===== src/rtl/video_pkg.sv =====
// Shared definitions for the video test-pattern generator.
// Holds the pattern-mode encoding, the colour-bar table and 640x480@60 defaults.
// No logic lives here; everything is constants, types and one lookup helper.
package video_pkg;

    // Pattern modes as presented on pattern_sel.
    typedef enum logic [1:0] {
        PAT_BARS    = 2'd0,
        PAT_RAMP    = 2'd1,
        PAT_CHECKER = 2'd2,
        PAT_SOLID   = 2'd3
    } pat_mode_t;

    // One 24-bit pixel, red in the most significant byte.
    typedef struct packed {
        logic [7:0] r;
        logic [7:0] g;
        logic [7:0] b;
    } rgb_t;

    // Default 640x480@60 raster timing.
    localparam int DEF_H_ACTIVE = 640;
    localparam int DEF_H_FP     = 16;
    localparam int DEF_H_SYNC   = 96;
    localparam int DEF_H_BP     = 48;
    localparam int DEF_V_ACTIVE = 480;
    localparam int DEF_V_FP     = 10;
    localparam int DEF_V_SYNC   = 2;
    localparam int DEF_V_BP     = 33;
    localparam int DEF_CNT_W    = 12;

    // Colour bars, left to right. Entry 0 is the leftmost bar.
    localparam logic [7:0][23:0] BAR_TABLE = {
        24'h000000,   // 7 black
        24'h0000FF,   // 6 blue
        24'hFF0000,   // 5 red
        24'hFF00FF,   // 4 magenta
        24'h00FF00,   // 3 green
        24'h00FFFF,   // 2 cyan
        24'hFFFF00,   // 1 yellow
        24'hFFFFFF    // 0 white
    };

    function automatic rgb_t bar_colour(input logic [2:0] idx);
        return rgb_t'(BAR_TABLE[idx]);
    endfunction

endpackage


===== src/rtl/video_timing_gen.sv =====
// Raster h/v counters with de/hsync/vsync/frame_start decode (unregistered decode).
// Latency: decode is combinational from the counter state; the caller registers it.
// No backpressure: free-running at one pixel per clock.
//
// Ports: clk_i/rst_n_i (sync active-low reset), h_o/v_o current counter state,
// de_o/hsync_o/vsync_o/frame_start_o decoded timing, line_end_o/frame_end_o
// flag the last pixel of a line / of a frame.
module video_timing_gen
    import video_pkg::*;
#(
    parameter int H_ACTIVE = DEF_H_ACTIVE,
    parameter int H_FP     = DEF_H_FP,
    parameter int H_SYNC   = DEF_H_SYNC,
    parameter int H_BP     = DEF_H_BP,
    parameter int V_ACTIVE = DEF_V_ACTIVE,
    parameter int V_FP     = DEF_V_FP,
    parameter int V_SYNC   = DEF_V_SYNC,
    parameter int V_BP     = DEF_V_BP,
    parameter bit HS_POL   = 1'b0,
    parameter bit VS_POL   = 1'b0,
    parameter int CNT_W    = DEF_CNT_W
) (
    input  logic             clk_i,
    input  logic             rst_n_i,
    output logic [CNT_W-1:0] h_o,
    output logic [CNT_W-1:0] v_o,
    output logic             de_o,
    output logic             hsync_o,
    output logic             vsync_o,
    output logic             frame_start_o,
    output logic             line_end_o,
    output logic             frame_end_o
);

    localparam int H_TOTAL = H_ACTIVE + H_FP + H_SYNC + H_BP;
    localparam int V_TOTAL = V_ACTIVE + V_FP + V_SYNC + V_BP;

    // Counters must be able to hold TOTAL-1.
    if (H_TOTAL > (1 << CNT_W) || V_TOTAL > (1 << CNT_W)) begin : g_bad_total
        $error("video_timing_gen: raster totals do not fit in CNT_W bits");
    end

    localparam logic [CNT_W-1:0] H_LAST   = CNT_W'(H_TOTAL - 1);
    localparam logic [CNT_W-1:0] V_LAST   = CNT_W'(V_TOTAL - 1);
    localparam logic [CNT_W-1:0] H_ACT_C  = CNT_W'(H_ACTIVE);
    localparam logic [CNT_W-1:0] V_ACT_C  = CNT_W'(V_ACTIVE);
    localparam logic [CNT_W-1:0] HS_START = CNT_W'(H_ACTIVE + H_FP);
    localparam logic [CNT_W-1:0] HS_END   = CNT_W'(H_ACTIVE + H_FP + H_SYNC);
    localparam logic [CNT_W-1:0] VS_START = CNT_W'(V_ACTIVE + V_FP);
    localparam logic [CNT_W-1:0] VS_END   = CNT_W'(V_ACTIVE + V_FP + V_SYNC);

    logic [CNT_W-1:0] h_cnt_q, h_cnt_d;
    logic [CNT_W-1:0] v_cnt_q, v_cnt_d;
    logic             line_end;
    logic             frame_end;
    logic             hs_act;
    logic             vs_act;

    always_comb begin
        line_end  = (h_cnt_q == H_LAST);
        frame_end = line_end && (v_cnt_q == V_LAST);
        h_cnt_d   = line_end ? '0 : h_cnt_q + CNT_W'(1);
        v_cnt_d   = v_cnt_q;
        if (line_end) begin
            v_cnt_d = (v_cnt_q == V_LAST) ? '0 : v_cnt_q + CNT_W'(1);
        end
    end

    always_ff @(posedge clk_i) begin
        if (!rst_n_i) begin
            h_cnt_q <= '0;
            v_cnt_q <= '0;
        end else begin
            h_cnt_q <= h_cnt_d;
            v_cnt_q <= v_cnt_d;
        end
    end

    always_comb begin
        hs_act        = (h_cnt_q >= HS_START) && (h_cnt_q < HS_END);
        vs_act        = (v_cnt_q >= VS_START) && (v_cnt_q < VS_END);
        h_o           = h_cnt_q;
        v_o           = v_cnt_q;
        de_o          = (h_cnt_q < H_ACT_C) && (v_cnt_q < V_ACT_C);
        hsync_o       = hs_act ? HS_POL : !HS_POL;
        vsync_o       = vs_act ? VS_POL : !VS_POL;
        frame_start_o = (h_cnt_q == '0) && (v_cnt_q == '0);
        line_end_o    = line_end;
        frame_end_o   = frame_end;
    end

endmodule


===== src/rtl/video_test_pattern_gen.sv =====
// Raster timing plus 24-bit test-pattern pixels (bars, ramp, checkerboard, solid).
// Latency: one register; outputs at cycle n+1 describe counter state (h,v) at cycle n.
// No backpressure: one pixel per clock, always valid.
//
// Ports: clk, rst_n (sync active-low), pattern_sel/solid_rgb (sampled on the last
// pixel of each frame), red/green/blue/de/hsync/vsync/frame_start/h_pos/v_pos
// all registered and mutually aligned.
module video_test_pattern_gen
    import video_pkg::*;
#(
    parameter int H_ACTIVE = DEF_H_ACTIVE,
    parameter int H_FP     = DEF_H_FP,
    parameter int H_SYNC   = DEF_H_SYNC,
    parameter int H_BP     = DEF_H_BP,
    parameter int V_ACTIVE = DEF_V_ACTIVE,
    parameter int V_FP     = DEF_V_FP,
    parameter int V_SYNC   = DEF_V_SYNC,
    parameter int V_BP     = DEF_V_BP,
    parameter bit HS_POL   = 1'b0,
    parameter bit VS_POL   = 1'b0,
    parameter int CNT_W    = DEF_CNT_W
) (
    input  logic             clk,
    input  logic             rst_n,
    input  logic [1:0]       pattern_sel,
    input  logic [23:0]      solid_rgb,
    output logic [7:0]       red,
    output logic [7:0]       green,
    output logic [7:0]       blue,
    output logic             de,
    output logic             hsync,
    output logic             vsync,
    output logic             frame_start,
    output logic [CNT_W-1:0] h_pos,
    output logic [CNT_W-1:0] v_pos
);

    // Bars need an integral width; the ramp and checker index bits 7 and 5.
    if ((H_ACTIVE % 8) != 0 || H_ACTIVE < 8) begin : g_bad_active
        $error("video_test_pattern_gen: H_ACTIVE must be a non-zero multiple of 8");
    end
    if (CNT_W < 8) begin : g_bad_cnt_w
        $error("video_test_pattern_gen: CNT_W must be at least 8");
    end

    localparam logic [CNT_W-1:0] BAR_LAST = CNT_W'(H_ACTIVE / 8 - 1);

    logic [CNT_W-1:0] t_h, t_v;
    logic             t_de, t_hs, t_vs, t_fs, t_line_end, t_frame_end;

    video_timing_gen #(
        .H_ACTIVE (H_ACTIVE),
        .H_FP     (H_FP),
        .H_SYNC   (H_SYNC),
        .H_BP     (H_BP),
        .V_ACTIVE (V_ACTIVE),
        .V_FP     (V_FP),
        .V_SYNC   (V_SYNC),
        .V_BP     (V_BP),
        .HS_POL   (HS_POL),
        .VS_POL   (VS_POL),
        .CNT_W    (CNT_W)
    ) u_timing (
        .clk_i         (clk),
        .rst_n_i       (rst_n),
        .h_o           (t_h),
        .v_o           (t_v),
        .de_o          (t_de),
        .hsync_o       (t_hs),
        .vsync_o       (t_vs),
        .frame_start_o (t_fs),
        .line_end_o    (t_line_end),
        .frame_end_o   (t_frame_end)
    );

    // Bar sub-counter tracks the same h as the timing counter: both are zero
    // out of reset and both return to zero after the last pixel of a line.
    logic [CNT_W-1:0] bar_cnt_q, bar_cnt_d;
    logic [2:0]       bar_idx_q, bar_idx_d;

    always_comb begin
        bar_cnt_d = bar_cnt_q + CNT_W'(1);
        bar_idx_d = bar_idx_q;
        if (t_line_end) begin
            bar_cnt_d = '0;
            bar_idx_d = '0;
        end else if (bar_cnt_q == BAR_LAST) begin
            bar_cnt_d = '0;
            bar_idx_d = bar_idx_q + 3'd1;   // wraps during blanking, masked by de
        end
    end

    always_ff @(posedge clk) begin
        if (!rst_n) begin
            bar_cnt_q <= '0;
            bar_idx_q <= '0;
        end else begin
            bar_cnt_q <= bar_cnt_d;
            bar_idx_q <= bar_idx_d;
        end
    end

    // Pattern latch: loaded on the last pixel of the frame so the new mode
    // starts exactly at pixel (0,0) of the next frame.
    pat_mode_t mode_q, mode_d;
    rgb_t      solid_q, solid_d;

    always_comb begin
        mode_d  = mode_q;
        solid_d = solid_q;
        if (t_frame_end) begin
            mode_d  = pat_mode_t'(pattern_sel);
            solid_d = rgb_t'(solid_rgb);
        end
    end

    always_ff @(posedge clk) begin
        if (!rst_n) begin
            mode_q  <= PAT_BARS;
            solid_q <= '0;
        end else begin
            mode_q  <= mode_d;
            solid_q <= solid_d;
        end
    end

    // Pixel mux on the current counter state; blanked outside active video.
    rgb_t pix_d;

    always_comb begin
        pix_d = '0;
        if (t_de) begin
            case (mode_q)
                PAT_BARS:    pix_d = bar_colour(bar_idx_q);
                PAT_RAMP:    pix_d = {3{t_h[7:0]}};
                PAT_CHECKER: pix_d = (t_h[5] == t_v[5]) ? 24'hFFFFFF : 24'h000000;
                PAT_SOLID:   pix_d = solid_q;
                default:     pix_d = '0;
            endcase
        end
    end

    // Single output register stage shared by every output field.
    rgb_t             pix_q;
    logic             de_q, hsync_q, vsync_q, fs_q;
    logic [CNT_W-1:0] h_pos_q, v_pos_q;

    always_ff @(posedge clk) begin
        if (!rst_n) begin
            pix_q   <= '0;
            de_q    <= 1'b0;
            hsync_q <= !HS_POL;
            vsync_q <= !VS_POL;
            fs_q    <= 1'b0;
            h_pos_q <= '0;
            v_pos_q <= '0;
        end else begin
            pix_q   <= pix_d;
            de_q    <= t_de;
            hsync_q <= t_hs;
            vsync_q <= t_vs;
            fs_q    <= t_fs;
            h_pos_q <= t_h;
            v_pos_q <= t_v;
        end
    end

    assign red         = pix_q.r;
    assign green       = pix_q.g;
    assign blue        = pix_q.b;
    assign de          = de_q;
    assign hsync       = hsync_q;
    assign vsync       = vsync_q;
    assign frame_start = fs_q;
    assign h_pos       = h_pos_q;
    assign v_pos       = v_pos_q;

endmodule

===== config.mk =====
export PLATFORM = sky130hd
export DESIGN_NAME = video_test_pattern_gen
export DESIGN_NICKNAME = d
export VERILOG_FILES = /design/src/rtl/video_pkg.sv /design/src/rtl/video_timing_gen.sv /design/src/rtl/video_test_pattern_gen.sv
export SDC_FILE = /design/constraint.sdc
export NUM_CORES = 1
export LEC_CHECK = 0
export ABC_AREA = 0
export BUFFER_PORTS_ARGS = -buffer_cell sky130_fd_sc_hd__buf_4
export CAP_MARGIN = 15
export CORE_MARGIN = 2
export CORE_UTILIZATION = 55
export CTS_BUF_LIST = sky130_fd_sc_hd__clkbuf_8
export DETAILED_ROUTE_END_ITERATION = 10
export PLACE_DENSITY = 0.81
export SETUP_SLACK_MARGIN = 0.1
export SLEW_MARGIN = 30
export SYNTH_ARGS = -nofsm -noshare
export SYNTH_HDL_FRONTEND = slang
export SYNTH_SLANG_ARGS = --single-unit

===== constraint.sdc =====
create_clock -name clk -period 3 [get_ports clk]
set_clock_uncertainty 0.2 [all_clocks]
set_input_delay 0.15 -clock clk [delete_from_list [all_inputs] [get_ports clk]]
set_output_delay 0.15 -clock clk [all_outputs]
set_load 0.02 [all_outputs]

==> results of run 1 <==
## cells in the final DEF, fill, tap and decap left out, types with 16 or more instances in the layout
cell type,Yosys,routed
nand2_1,40,40
o21ai_0,34,34
nand4_1,35,35
a31oi_1,24,24
buf_4,0,88
xnor2_1,16,16
dlygate4sd3_1,0,27
clkbuf_8,0,17
nand3_1,18,18
dfxtp_1,120,120
and2_1,28,28
nor2_1,35,35
a21boi_0,25,25
## through the flow
step | std cells | cell area [um2]
finish | 721 | 5950
global placement | 662 | 5280
detailed placement | 662 | 5280
global route | 721 | 5950
CTS | 721 | 5950
floorplan | 507 | 4640
## flip-flops by register name (all words and copies together), names as in the netlist, named ones only
register / count
de: 1
mode_q: 2
blue: 8
green: 8
bar_idx_q: 3
solid_q: 24
bar_cnt_q: 12
h_pos: 12
hsync: 1
vsync: 1
u_timing.h_o: 12
red: 8
v_pos: 12
u_timing.v_o: 12
frame_start: 1
## logic make-up after synthesis
kind of cell | share of synthesized area (%)
buffers and inverters | 4.21
AO/OA/AOI/OAI | 14.3
flip-flops | 51.8
adder cells (fa/ha/maj) | 1.62
XOR/XNOR | 4.53
multiplexers | 0.432
AND/OR/NAND/NOR | 23.1
## worst max-delay path by stage
stage                             endpoint  slack [ps]
after floorplan           u_timing.v_o[11]         450
after global placement    u_timing.v_o[11]         370
after detailed placement  u_timing.v_o[11]         310
after CTS                 u_timing.v_o[11]         300
after global routing      u_timing.h_o[11]         190
final                     u_timing.v_o[11]         270
## what timing repair did
| action | in CTS | in global routing |
|---|---|---|
| setup buffers | 0 | 0 |
| hold endpoints to repair | 52 | 0 |
| hold buffers | 27 | 0 |
## per-layer routing
metal  vias to the layer above  track usage, %
met1                      1932            35.0
met3                        24            5.79
li1                       1987               -
met5                         -               0
met4                         0            8.93
met2                       224            40.9
## layout make-up
type                    instances  area (um2)
clock buffers                  17         234
clock inverters                15         168
fillers                       601        2230
inverters                       9        33.8
multi-input cells             340        2050
flip-flops and latches        120        2400
well taps                     105         131
repair buffers                115         931
## power groups by stage
stage | sequential (mW) | combinational, mW | clock (mW)
after floorplan | 1.70 | 0.0489 | 0
after global placement | 1.67 | 0.149 | 0
after detailed placement | 1.67 | 0.151 | 0
after CTS | 1.64 | 0.179 | 1.46
after global routing | 1.64 | 0.195 | 1.53
final | 1.64 | 0.181 | 1.44
## critical path, cell delays in order, from the launching register on
cell,delay [ps]
dfxtp_1,400
or4_4,590
or4_4,740
or4_4,580
a21oi_2,130
==> results_dict.tcl, run 1 <==
set metrics [dict create \
    status "completed" \
    tns_ps 0 \
    portBuffers 79 \
    ys.flop_type "dfxtp_1" \
    pin_count 80 \
    intPower_mw 2.47 \
    grt_max_degree 42 \
    first_global_vias 3737 \
    viasPerCell 5.78 \
    hpwl_um 7390 \
    drv_cap 0 \
    synth_most_common_cell "dfxtp_1" \
    fmax_mhz 367 \
    synth.top_cell.area_share_pct 51.8 \
    rsz0062_at_grt "no" \
    endpoint_kind "register" \
    final_util_pct 72.8 \
    drcViolationCount 0 \
    wl_met3_um 940 \
    min_period_ps 2730 \
    antenna_found_initial 0 \
    synth_edf_count 0 \
    ys_types 38 \
    power.switching_mw 0.792 \
    dr_wl_met2_um 5490 \
    initial_utilization_pct 56.7 \
    drive_gt1_share_pct 20.9 \
    worstSetupPathType "register to register" \
    setup_viol 0 \
    cts_buffers 17 \
    ys_seq_area_share_pct 51.8 \
    power.density_nw_per_um2 548 \
    dieArea_um2 9180 \
    rr_worst_depth 4 \
    p_leak_nw 2.26 \
    setup_slack_ps 274 \
    drv_slew 0 \
    fin_crit_sh_pct 90.9 \
    ant_nets 0 \
    cp.arrival_ps 2880 \
    seqPwrFrac_pct 50.2 \
    htree_num_levels 4 \
    placementRows 33 \
    critPathLaunchType "register" \
    yosys.area.top_type "dfxtp_1" \
    syn2layout_area_growth_pct 28.3 \
    top_layer "met4" \
    avgSynthCellArea_um2 9.15 \
    ys_ff_latch 120 \
    gp_congestion 0.933 \
    yosys_warnings 0 \
    combPwrFrac_pct 5.5 \
    dieHeight_um 95.8 \
    cts_resized 0 \
    first_pass_iters 5 \
    cts.clk_slew.worst_paths_ps 80 \
    syn_area_um2 4640 \
    async_flop_share_pct 0 \
    wl_per_cell_um 15.7 \
    worst_pin_slew_ps 860 \
    crit_start "u_timing.h_o[6]" \
    core_area_um2 8180 \
    synth_area_leaders "dfxtp_1 (52%), nand4_1 (4.7%), a21boi_0 (4.0%)" \
    die_x_um 95.8 \
    path_max_fanout 41 \
    p_clk_share_pct 44.2 \
    wl_met1_um 4720 \
    drtIter0Drc 512 \
    power_mw 3.26 \
    r2r_slack_ps 270 \
    cts_tree "done" \
    wirelength_um 11300 \
    finalNetCount 637 \
    clock_path_buffers 2 \
    clockRootBuffer "clkbuf_8" \
    grt_pass1_wl_um 18200 \
    syn_inst 507 \
    clock_latency_ps 420 \
    r2r_end "u_timing.v_o[11]" \
    diodes 0 \
    power.share.switching_pct 24.3 \
    overflow 0 \
    hold_viol 0 \
    hp-class "register to register" \
    reg2reg_from "u_timing.h_o[6]" \
    worstHoldStart "bar_cnt_q[0]" \
    synth_nets 541 \
    cts.sinks 120 \
    relSlewSlack_pct 42.7 \
    pre_cts_slack_ps 315 \
    holdPathStages 1 \
    grtUsageTotal_pct 25.9 \
    min_to "bar_cnt_q[0]" \
    fin_hold_ws_ps 259 \
    vias 4167 \
    netlist_top_cells_count "dfxtp_1 (120), nand2_1 (40), nand4_1 (35), nor2_1 (35), o21ai_0 (34)" \
    peakVddDrop_v 0.000358 \
    cp_data_required_time_ps 3150 \
]
No activity file was read; power rests on OpenSTA's default activity.
==> run 2: changes to the inputs <==
- ABC_AREA: 0 -> 1
==> results_dict.tcl, run 2 <==
set metrics [dict create \
    status "completed" \
    crit_slowest_cell "dfxtp_1" \
    placementRows 35 \
    holdPathStages 1 \
    ys.flop_type "dfxtp_1" \
    drtIter0Drc 225 \
    hp-class "register to register" \
    clock_path_buffers 2 \
    first_pass_iters 5 \
    fillCellCount 763 \
    pin_count 80 \
    peakVddDrop_v 0.000295 \
    cts_buffers 17 \
    power.density_nw_per_um2 496 \
    core_area_um2 9200 \
    regMostFlops "solid_q" \
    setup_viol 0 \
    drcViolationCount 0 \
    rr_worst_depth 9 \
    min_period_ps 2230 \
    fin_crit_sh_pct 74.2 \
    syn_area_um2 5170 \
    worstHoldStart "bar_cnt_q[0]" \
    cp_data_required_time_ps 3120 \
    overflow 0 \
    ys_seq_area_share_pct 46.4 \
    fmax_mhz 449 \
    cp.arrival_ps 2340 \
    mostFrequentLayoutCells "nor2_1 (160), nand2_1 (144), inv_1 (124), dfxtp_1 (120), buf_4 (83)" \
    endpoint_kind "register" \
    clock_latency_ps 420 \
    relSlewSlack_pct 49.4 \
    avgSynthCellArea_um2 7.05 \
    vias 4751 \
    diodes 0 \
    cts_tree "done" \
    hpwl_um 8360 \
    tns_ps 0 \
    dpl-instance-area_um2 5760 \
    async_flop_share_pct 0 \
    cts.sinks 120 \
    worst_pin_slew_ps 758 \
    rsz0062_at_grt "no" \
    power_mw 3.17 \
    first_global_vias 4536 \
    r2r_end "solid_q[2]" \
    grt_pass1_wl_um 19700 \
    largest_register_ffs 24 \
    p_leak_nw 3.15 \
    reg2reg_from "u_timing.h_o[0]" \
    antenna_found_initial 0 \
    drive_gt1_share_pct 16.5 \
    netlist_top_cells_count "nor2_1 (160), nand2_1 (144), dfxtp_1 (120), inv_1 (120), nand3_1 (51)" \
    cts.clk_slew.worst_paths_ps 70 \
    path_max_fanout 18 \
    drv_cap 0 \
    grtUsageTotal_pct 24.4 \
    synth_edf_count 0 \
    cts_setup_buffers 0 \
    hold_viol 0 \
    min_to "bar_cnt_q[0]" \
    slowest_delay_ps 440 \
    wl_per_cell_um 12.5 \
    yosys_warnings 0 \
    final_common_cell "nor2_1" \
    fin_area_um2 6400 \
    crit_chain "ha_1 -> nand2_2 -> nor2_8 -> nand2_4 -> nor2_4 -> buf_4 -> nand3_1 -> nand2_1 -> nor2_1" \
    syn2layout_area_growth_pct 23.7 \
    gp_congestion 0.898 \
    dieArea_um2 10200 \
    ant_nets 0 \
    setup_slack_ps 773 \
    ys_ff_latch 120 \
    clockRootBuffer "clkbuf_8" \
    grt_max_degree 58 \
    synth.top_cell.area_share_pct 46.4 \
    synth_area_leaders "dfxtp_1 (46%), nor2_1 (12%), nand2_1 (10%)" \
    final_util_pct 69.6 \
    wirelength_um 12000 \
    synth_most_common_cell "nor2_1" \
    r2r_slack_ps 770 \
    worstSetupPathType "register to register" \
    die_x_um 101 \
    pre_cts_slack_ps 842 \
    portBuffers 79 \
    finalNetCount 872 \
    critPathLaunchType "register" \
    dieHeight_um 101 \
    synth_nets 768 \
    yosys.area.top_type "dfxtp_1" \
    htree_num_levels 4 \
    syn_inst 734 \
    initial_utilization_pct 56.3 \
    ys_types 34 \
    viasPerCell 4.94 \
    drv_slew 0 \
]
==> run 2: cell types whose count changed after synthesis, sizes merged, moves of 28 or more <==
cell   delta
nor2    +131
inv     +118
nand2   +111
nand3    +37
o21ai    -30
and2     -28
==> run 2: where the power goes <==
group          switching, mW  total, mW  internal (mW)
logic                 0.0998      0.194         0.0944
registers             0.0147       1.64           1.62
clock network          0.606       1.34          0.735
==> run 2: kinds of logic after synthesis <==
| logic type | after synthesis | share of synthesized area [%] |
|---|---|---|
| AOI/OAI and AO/OA | 27 | 2.93 |
| DFF | 120 | 46.4 |
| buffers and inverters | 154 | 12.7 |
| xor gates and xnor gates | 9 | 1.52 |
| adders and majority gates | 6 | 1.45 |
| and+or+nand+nor | 418 | 34.9 |
==> run 2: worst max path at each step <==
stage | startpoint | depth (start not counted) | endpoint | slack (ps)
global route | u_timing.h_o[0] | 9 | solid_q[2] | 600
CTS | u_timing.h_o[0] | 9 | solid_q[2] | 810
floorplan | u_timing.h_o[0] | 10 | solid_q[10] | 1270
finish | u_timing.h_o[0] | 9 | solid_q[2] | 770
global placement | u_timing.h_o[0] | 9 | solid_q[5] | 980
detailed placement | u_timing.h_o[0] | 9 | solid_q[8] | 840
==> run 2: stage by stage <==
step,cells,hold slack (ps)
2_1_floorplan,734,124
3_3_place_gp,903,230
3_5_place_dp,903,244
4_1_cts,961,257
5_1_grt,961,273
6_report,961,251
==> run 2: critical path: cells and delay by family (launching register included) <==
kind	cells	cell delay (ps)
adders and majority gates	1	240
buffers and inverters	1	290
DFF	1	440
and+or+nand+nor	7	960
==> run 2: area by class of cell <==
| type | count | area (um2) | share of cell area (%) |
|---|---|---|---|
| clock buffers | 18 | 248 | 3.87 |
| clock inverters | 13 | 116 | 1.82 |
| inverters | 129 | 488 | 7.63 |
| multi-input cells | 460 | 2110 | 33.0 |
| flip-flops and latches | 120 | 2400 | 37.5 |
| well taps | 111 | 139 | 2.17 |
| repair buffers | 110 | 893 | 14.0 |
==> run 2: metal layers <==
layer / part of all wire [%] / global-route usage [%] / vias up
li1: - / - / 2421
met1: 42 / 27.9 / 2170
met2: 51 / 43.4 / 132
met3: 4.9 / 5.48 / 28
met4: 2.0 / 10.6 / 0
met5: 0 / 0 / -
==> run 2: what timing repair did <==
item	CTS	global route
setup endpoints to repair	0	0
gates resized for setup	0	0
hold buffers	27	0
hold endpoints to repair	34	0
